File: config.mk
export PLATFORM = sky130hd
export DESIGN_NAME = pattern_scan_sched
export DESIGN_NICKNAME = d
export VERILOG_FILES = /design/src/rtl/pattern_scan_sched.sv
export SDC_FILE = /design/constraint.sdc
export NUM_CORES = 1
export LEC_CHECK = 0
export ABC_AREA = 1
export CORE_ASPECT_RATIO = 0.8
export CORE_MARGIN = 8
export CORE_UTILIZATION = 43
export DETAILED_ROUTE_END_ITERATION = 8
export PLACE_DENSITY = 0.79
export SLEW_MARGIN = 15
export SYNTH_ARGS = -nofsm -noshare
export SYNTH_HDL_FRONTEND = slang
export SYNTH_SLANG_ARGS = --single-unit
File: constraint.sdc
create_clock -name clk -period 1.4 [get_ports clk]
set_clock_uncertainty 0.05 [all_clocks]
set_input_delay 0.28 -clock clk [delete_from_list [all_inputs] [get_ports clk]]
set_output_delay 0.28 -clock clk [all_outputs]
set_load 0.02 [all_outputs]
File: src/rtl/pattern_scan_sched.sv
// Round-robin scheduler sharing one serial Mealy sequence detector between
// two requesters: grants a word, clears the detector, shifts the word in
// MSB-first, counts det_z pulses and returns the count with a done strobe.
//
// Ports:
//   clk, rst              clock; asynchronous active-low reset
//   req0_* / req1_*       valid/ready/data word handshakes (ready only in IDLE)
//   det_clr, det_en       detector clear strobe and bit-valid qualifier
//   det_x, det_z          serial bit to the detector, its Mealy match output
//   busy, done, done_id   activity flag, result strobe and result owner
//   match_cnt             saturating match count, held from done to next clear
module pattern_scan_sched #(
    parameter int WIDTH = 8,
    parameter int CNT_W = 4
) (
    input  logic             clk,
    input  logic             rst,
    input  logic             req0_valid,
    input  logic [WIDTH-1:0] req0_data,
    output logic             req0_ready,
    input  logic             req1_valid,
    input  logic [WIDTH-1:0] req1_data,
    output logic             req1_ready,
    output logic             det_clr,
    output logic             det_en,
    output logic             det_x,
    input  logic             det_z,
    output logic             busy,
    output logic             done,
    output logic             done_id,
    output logic [CNT_W-1:0] match_cnt
);

    localparam int BW = (WIDTH > 2) ? $clog2(WIDTH) : 1;
    localparam logic [BW-1:0] LAST = BW'(WIDTH - 1);

    typedef enum logic [1:0] {
        IDLE,
        CLEAR,
        SHIFT,
        REPORT
    } state_t;

    state_t           state;
    state_t           state_nx;
    logic [WIDTH-1:0] sreg;
    logic [BW-1:0]    bcnt;
    logic [CNT_W-1:0] cnt;
    logic             id;
    logic             prio;
    logic             want;
    logic             pick;

    // prio names the requester that wins a tie (the one not granted last)
    assign want = req0_valid | req1_valid;
    assign pick = (req0_valid & req1_valid) ? prio : req1_valid;

    assign match_cnt = cnt;

    always_ff @(posedge clk or negedge rst) begin
        if (!rst) begin
            state <= IDLE;
        end else begin
            state <= state_nx;
        end
    end

    always_comb begin
        state_nx   = state;
        req0_ready = 1'b0;
        req1_ready = 1'b0;
        det_clr    = 1'b0;
        det_en     = 1'b0;
        det_x      = 1'b0;
        busy       = 1'b1;
        done       = 1'b0;
        done_id    = 1'b0;
        unique case (state)
            IDLE: begin
                busy = 1'b0;
                // rst gating keeps ready low while reset is held
                if (rst && want) begin
                    req0_ready = ~pick;
                    req1_ready = pick;
                    state_nx   = CLEAR;
                end
            end
            CLEAR: begin
                det_clr  = 1'b1;
                state_nx = SHIFT;
            end
            SHIFT: begin
                det_en = 1'b1;
                det_x  = sreg[WIDTH-1];
                if (bcnt == LAST) begin
                    state_nx = REPORT;
                end
            end
            REPORT: begin
                done     = 1'b1;
                done_id  = id;
                state_nx = IDLE;
            end
            default: begin
                state_nx = IDLE;
            end
        endcase
    end

    always_ff @(posedge clk or negedge rst) begin
        if (!rst) begin
            sreg <= '0;
            bcnt <= '0;
            cnt  <= '0;
            id   <= 1'b0;
            prio <= 1'b0;
        end else begin
            unique case (state)
                IDLE: begin
                    if (want) begin
                        sreg <= pick ? req1_data : req0_data;
                        id   <= pick;
                        prio <= ~pick;
                    end
                end
                CLEAR: begin
                    cnt  <= '0;
                    bcnt <= '0;
                end
                SHIFT: begin
                    sreg <= {sreg[WIDTH-2:0], 1'b0};
                    bcnt <= bcnt + 1'b1;
                    if (det_z && (cnt != '1)) begin
                        cnt <= cnt + 1'b1;
                    end
                end
                default: begin
                end
            endcase
        end
    end

endmodule

==> impl_metrics.ini, run 1 <==
[clock_network]
clkSlewWorstSetupHoldPaths_ps = 110
cts_sinks = 19
h-tree-depth = 1
cts_inserted_buffers = 3
root_buffer = clkbuf_4
clock_latency_ps = 300
cts_tree = built
clockBufferDepth = 2

[timing]
drv_slew = 0
hold_viol = 0
max_freq_ghz = 0.596
rsz0062_at_grt = true
worst_slack_ps = -278
tightest_slew_ps = 416
period_share_pct = 120
timing.final.crit_period_ps = 1680
relSlewSlack_pct = 72.3
tns_ps = -2850
setup_violations = 23

[global_route]
first_global_vias = 1336
grt.total_usage_pct = 15.4
grt_max_degree = 21
antenna_found_initial = 0
overflow = 0
grt_pass1_wl_mm = 5.79

[placement]
routabilityCongestion = 0.820
detailed_place_hpwl_mm = 2.59
dp_cells = 245
place_area_um2 = 1730
post-place-ws_ps = -705
port_buffers = 32

[synth]
syn_nets = 189
ys_top_cells_by_count = nand2_1 (43), dfrtp_1 (19), nand3_1 (18)
synth_most_common_cell = nand2_1
yosys_warnings = 0
synthTopCellsByArea = dfrtp_1 (39%), nand2_1 (13%), ha_1 (9.3%)
ys_types = 25
synthArstFlopShare_pct = 100
syn_area_um2 = 1210
syn_avg_cell_area_um2 = 7.63
ys_seq_area_share_pct = 39.2
synth-edff-count = 0
ys.flop_type = dfrtp_1
synth_area_leader_cell = dfrtp_1
ys_seq_elements = 19
synth_top_cell_area_share_pct = 39.2
synthCells = 159

[drt]
drc = 0
met3WireLength_um = 216
num_vias = 1242
drt-met1-wl_mm = 1.40
drt_iter0_drc = 56
wirelength_mm = 3.49
wl_met2_mm = 1.84
via_per_inst = 4.83
firstDrtPassIters = 4
routed.top_layer = met4
wl_per_cell_um = 13.6
drtAntennaViolNets = 0

[min_path]
hp-class = input port to asynchronous set/reset pin

[floorplanning]
std_cell_rows = 17
io_pins = 33
core_area_um2 = 2720
die-height_um = 63.5
initial_core_util_pct = 44.5
die_area_um2 = 4790
fp.dieW_um = 75.4

[power_and_ir_drop]
fin_total_pwr_w = 0.00393
p_leak_nw = 0.964
ir_drop_v = 0.00133
p_per_area_nw_per_um2 = 2020

[finish]
antenna_cells = 0
area_growth_pct = 60.3
fillers = 229
layout.cells.non_filler = 257
postLayoutCellArea_um2 = 1940
fin_nets = 250
drive_above_1_share_pct = 36.1

[setup_path]
crit_fanout = 3
reg2reg_from = state[0]
r2r_cells = 8
crit_required_ps = 1070
critPathLaunchType = flip-flop
critPathKind = flip-flop to primary output
timing.rr.end = sreg[5]
rrSetupSlack_ps = -150
endpoint_kind = primary output
worstPathArrival_ps = 1350

[status]
violations = setup timing
outcome = complete, but fails checks

[job]
maxCapViolations = 0
## layout by cell type, fill, tap and decap left out, types with 5 or more instances in the layout
| cell | n |
|---|---|
| nand2_1 | 39 |
| buf_4 | 25 |
| dfrtp_1 | 19 |
| clkdlybuf4s50_1 | 19 |
| nand3_1 | 18 |
| nor2_1 | 13 |
| inv_1 | 11 |
| nand2_2 | 8 |
| buf_6 | 8 |
| o21ai_1 | 5 |
## cells by family (layout without fill, tap and decap cells)
family / after synthesis / after routing / synth area share, %
AO/OA/AOI/OAI: 19 / 19 / 9.49
buffers and inverters: 22 / 82 / 8.98
adder cells (fa/ha/maj): 9 / 9 / 9.29
flip-flops: 19 / 19 / 39.2
AND/OR/NAND/NOR: 90 / 90 / 33.0
## area by class of cell
class,count,area [um2],area share [%]
clock buffers,4,26.3,1.35
inverters,18,80.1,4.12
multi-input cells,118,776,39.9
flip-flops and latches,19,475,24.5
well taps,38,47.5,2.45
repair buffers,59,529,27.2
repair inverters,1,8.76,0.451
## power breakdown
| part | total [W] | switching [W] | internal (W) |
|---|---|---|---|
| clock network | 0.000284 | 0.000173 | 0.000111 |
| registers | 0.000928 | 0.000145 | 0.000783 |
| logic | 0.00271 | 0.00149 | 0.00122 |
## what timing repair did
item / 4_1_cts / 5_1_grt
hold buffers: 0 / 0
resized for setup: 81 / 12
endpoints found under the hold margin: 0 / 0
setup endpoints to repair: 26 / 27
gates cloned: 2 / 0
pin swaps: 9 / 9
setup buffers: 5 / 1
## stage by stage
step	hold WS, ps	utilization (%)
global route	407	71.4
global placement	410	63.7
CTS	360	70.3
finish	383	71.4
floorplan	-65.6	-
detailed placement	419	63.7
## layer usage
metal	vias up	GRT usage, %
met4	0	3.35
met1	573	16.9
met2	31	27.6
li1	634	-
met5	-	0
met3	4	5.06
## flip-flops by register name (all words and copies together) (netlist names)
signal and cells:
sreg 8, match_cnt 4, bcnt 3, state 2
id 1, prio 1
## critical path, cell delays in order (launching register included)
cell and delay (ps):
dfrtp_1 410, inv_2 80, ha_4 140, inv_4 50, nor2_4 80, nand2_2 70
nor2_4 80, buf_6 120
## how the worst max path moves through the flow
stage                     startpoint    endpoint  depth (start not counted)
final                       state[0]  req0_ready                          7
after global routing        state[0]  req0_ready                          7
after CTS                   state[0]  req0_ready                          7
after detailed placement  req0_valid  req0_ready                          6
after global placement    req0_valid  req0_ready                          6
after floorplan             state[1]  req0_ready                          6
Power figures use the tool's default switching activity.
==> run 2, diff against run 1 <==
- TNS_END_PERCENT: unset -> 1
==> run 2 against run 1 <==
Compared with the run above: the run still ends with setup timing left; sequential share of layout area up 1.2 points; critical path depth down 1; sequential power about the same; final cell count down 1.9%; combinational power down 11%; sequential cell count unchanged; hold slack worse by 25 ps; clock power down 2%; die area unchanged; critical path type unchanged; largest power group unchanged.
==> impl_metrics.ini, run 2 (synthesis gave the netlist of run 1 again) <==
[floorplanning]
die_area_um2 = 4790
initial_core_util_pct = 44.5
io_pins = 33
die-height_um = 63.5
fp.dieW_um = 75.4
std_cell_rows = 17
core_area_um2 = 2720

[clock_network]
clock_latency_ps = 300
cts_tree = built
hold_buffers = 0
cts_sinks = 19
clkSlewWorstSetupHoldPaths_ps = 110
h-tree-depth = 1
clockBufferDepth = 2
root_buffer = clkbuf_4
cts_inserted_buffers = 3

[finish]
regMostFlops = sreg
postLayoutCellArea_um2 = 1850
largest_reg_flops = 8
final-seq-area_um2 = 475
fillers = 243
area_growth_pct = 52.6
multi_input_area_um2 = 734
drive_above_1_share_pct = 31.8
fin_nets = 245
antenna_cells = 0
final_common_cell = nand2_1
final_util_pct = 68.0
mostFrequentLayoutCells = nand2_1 (40), buf_4 (22), dfrtp_1 (19), clkdlybuf4s50_1 (19), nand3_1 (18)

[drt]
via_per_inst = 4.90
wirelength_mm = 3.34
drt_iter0_drc = 53
drtAntennaViolNets = 0
wl_per_cell_um = 13.2
firstDrtPassIters = 4
drc = 0
num_vias = 1234

[power_and_ir_drop]
p_leak_nw = 0.938
p_clk_share_pct = 7.7
ir_drop_v = 0.00116
fin_total_pwr_w = 0.00363
p_sw_share_pct = 45.8
internal-power_w = 0.00196
power_switching_w = 0.00166
p_per_area_nw_per_um2 = 1960
p_comb_share_pct = 66.7
power_frac_seq_pct = 25.6

[timing]
worst_slack_ps = -275
period_share_pct = 120
setup_violations = 23
max_freq_ghz = 0.597
rsz0062_at_grt = true
tightest_slew_ps = 323
timing.final.crit_period_ps = 1670
drv_slew = 0
hold_viol = 0
hold_slack_ps = 359
relSlewSlack_pct = 78.5
tns_ps = -2470

[placement]
port_buffers = 32
detailed_place_hpwl_mm = 2.59
place_area_um2 = 1730
routabilityCongestion = 0.820

[setup_path]
critPathSlowestCell = dfrtp_1
crit_buf_inv = 4
endpoint_kind = primary output
crit_chain = inv_2, buf_4, ha_2, nand2_1, inv_1, buf_6
crit_cells = 6
max_stage_delay_ps = 410
r2r_cells = 10
rrSetupSlack_ps = -120
crit_fanout = 3
worstPathArrival_ps = 1340
crit_required_ps = 1070
timing.rr.end = sreg[2]
critPathKind = flip-flop to primary output
crit_family = flip-flops
reg2reg_from = state[0]
critPathLaunchType = flip-flop

[global_route]
antenna_found_initial = 0
overflow = 0
grt.total_usage_pct = 14.6
first_global_vias = 1276
grt_pass1_wl_mm = 5.53
grt_max_degree = 21

[status]
violations = setup timing
outcome = complete, but fails checks

[min_path]
hp-class = input port to asynchronous set/reset pin

[job]
maxCapViolations = 0
## run 2: changes by cell type in the layout (fill, tap and decap cells not counted), sizes merged
cell    previous run  this run
clkinv             2         0
inv               17        18
buf               35        31
## run 2: worst max-delay path by stage
stage	from	to	slack [ps]
5_1_grt	state[0]	req0_ready	-360
2_1_floorplan	state[1]	req0_ready	-10
4_1_cts	state[0]	req0_ready	-300
3_5_place_dp	req0_valid	req0_ready	-710
6_report	state[0]	det_x	-270
3_3_place_gp	req0_valid	req0_ready	-660
## run 2: area by class of cell
class,instances,share of cell area (%)
timing repair buffer,55,26.4
inverter,18,4.19
multi-input combinational,118,39.7
clock buffer,4,1.42
sequential,19,25.7
tap,38,2.57
## run 2: stage by stage
step                      cells  setup slack [ps]
final                       252              -275
after floorplan             159             -10.8
after detailed placement    245              -705
after CTS                   251              -304
after global placement      245              -664
after global routing        252              -361
## run 2: per-layer routing
metal	global-route usage (%)	wire length, um	vias up
li1	-	-	620
met1	16.0	1360	585
met2	26.4	1780	27
met3	4.42	178	2
met4	2.87	14	0
met5	0	0	-
## run 2: timing repair
action,in CTS,in global routing
setup buffers,2,1
gates resized for setup,63,14
pin swaps,7,3
endpoints found under the setup margin,26,26
## run 2: power by group through the flow
stage	sequential (W)	clock, W	combinational [W]
6_report	0.000928	0.000279	0.00242
3_5_place_dp	0.000935	0	0.00217
4_1_cts	0.000922	0.000295	0.00231
2_1_floorplan	0.000945	0	0.00133
3_3_place_gp	0.000913	0	0.00207
5_1_grt	0.000950	0.000319	0.00268
==> run 3, diff against run 2 <==
- CORE_MARGIN: 8 -> 4
- REMOVE_ABC_BUFFERS: unset -> 1
==> run 3 against run 2 <==
Compared with the run above: the run still ends with setup timing left; design area decreased by 1.8%; final cell count decreased by 0.79%; count of clock-buffer cells in the layout unchanged; critical endpoint is now req0_ready.
==> impl_metrics.ini, run 3 (synthesis gave the netlist of run 1 again) <==
[status]
outcome = complete, but fails checks
violations = setup timing

[finish]
largest_reg_flops = 8
layout.cells.non_filler = 250
antenna_cells = 0
multi_input_area_um2 = 709
area_growth_pct = 49.8
regMostFlops = sreg
fin_nets = 245
final_common_cell = nand2_1
drive_above_1_share_pct = 28.5
final-seq-area_um2 = 475
mostFrequentLayoutCells = nand2_1 (41), buf_4 (24), clkdlybuf4s50_1 (20)
fillers = 230
final_util_pct = 70.9

[setup_path]
crit_required_ps = 1070
crit_top_cell = nor2_4
max_stage_delay_ps = 410
critPathKind = flip-flop to primary output
crit_fanout = 4
worstPathArrival_ps = 1370
critPathLaunchType = flip-flop
critPathSlowestCell = dfrtp_1
endpoint_kind = primary output
crit_chain = inv_2, ha_4, inv_4, nor2_4, nand2_2, nor2_4, buf_6

[power_and_ir_drop]
fin_total_pwr_w = 0.00355
p_per_area_nw_per_um2 = 1950
p_leak_nw = 0.926
ir_drop_v = 0.00161

[clock_network]
root_buffer = clkbuf_4
h-tree-depth = 1
hold_buffers = 0
cts_sinks = 19
cts_tree = built
clkSlewWorstSetupHoldPaths_ps = 110
clock_latency_ps = 300
clockBufferDepth = 2
cts_inserted_buffers = 3

[timing]
max_freq_ghz = 0.588
setup_violations = 20
period_share_pct = 121
drv_slew = 0
hold_viol = 0
worst_slack_ps = -299
timing.final.crit_period_ps = 1700
relSlewSlack_pct = 82.7
rsz0062_at_grt = true
tightest_slew_ps = 260

[placement]
dp_cells = 245
port_buffers = 32
routabilityCongestion = 0.771
detailed_place_hpwl_mm = 2.43

[floorplanning]
fp.dieW_um = 67.4
die_area_um2 = 3740
core_area_um2 = 2560
io_pins = 33
std_cell_rows = 16
die-height_um = 55.5
initial_core_util_pct = 47.3

[global_route]
first_global_vias = 1219
grt_pass1_wl_mm = 5.25
grt_max_degree = 21
overflow = 0
grt.total_usage_pct = 18.1
antenna_found_initial = 0

[drt]
drt_iter0_drc = 56
drc = 0
wirelength_mm = 3.12
firstDrtPassIters = 5
num_vias = 1220
drtAntennaViolNets = 0
wl_per_cell_um = 12.5
via_per_inst = 4.88

[min_path]
hp-class = input port to asynchronous set/reset pin

[job]
maxCapViolations = 0
==> run 3: cell count changes in the layout (fill, tap and decap cells not counted), sizes merged <==
cell,change
dlygate4sd2,+1
dlymetal6s2s,-1
clkbuf,-1
clkdlybuf4s50,+1
==> run 3: final timing paths <==
path / from / endpoint / slack (ps) / cells after the start
min: rst / sreg[1] / 340 / 2
min in group clk: bcnt[0] / bcnt[0] / 430 / 1
min reg2reg: bcnt[0] / bcnt[0] / 430 / 1
max in group asynchronous: rst / sreg[2] / 750 / 2
max reg2reg: state[0] / sreg[6] / -210 / 10
max: state[0] / req0_ready / -300 / 7
==> run 3: cell type report <==
type | count | share of cell area (%)
inverter | 18 | 4.27
multi-input combinational | 118 | 39.0
clock buffer | 4 | 1.45
tap | 36 | 2.48
timing repair buffer | 55 | 26.6
sequential | 19 | 26.2
==> run 3: critical path, delay by kind of cell (launching register included) <==
| kind | cells | cell delay, ps |
|---|---|---|
| and+or+nand+nor | 3 | 250 |
| adders and majority gates | 1 | 150 |
| buffers and inverters | 3 | 250 |
| DFF | 1 | 410 |
==> run 3: through the flow <==
| stage | worst slack (ps) | TNS (ps) | hold WS (ps) | instance area (um2) |
|---|---|---|---|---|
| 2_1_floorplan | -415 | -2920 | -65.6 | 1180 |
| 4_1_cts | -409 | -3390 | 349 | 1750 |
| 3_3_place_gp | -690 | -5920 | 411 | 1710 |
| 3_5_place_dp | -753 | -6720 | 424 | 1710 |
| 5_1_grt | -375 | -5100 | 352 | 1820 |
| 6_report | -299 | -3180 | 343 | 1820 |
==> run 3: power breakdown <==
group	internal, W	switching, W	total (W)	leakage, nW
registers	0.000783	0.000139	0.000922	0.239
logic	0.00105	0.00129	0.00234	0.671
clock network	0.000111	0.000176	0.000287	0.0150
total	0.00194	0.00161	0.00355	0.926
==> run 3: routing by layer <==
| layer | up-vias | share of wire, % | track usage (%) |
|---|---|---|---|
| met4 | 0 | 2.3 | 5.78 |
| met5 | - | 0 | 0 |
| li1 | 616 | - | - |
| met2 | 41 | 50 | 30.4 |
| met3 | 9 | 6.7 | 5.27 |
| met1 | 554 | 41 | 21.8 |
==> run 3: timing repair <==
item                       CTS  global route
pin swaps                    5             5
resized for setup           46            25
buffers inserted             1             1
setup endpoints to repair   26            24
gates cloned                 0             0
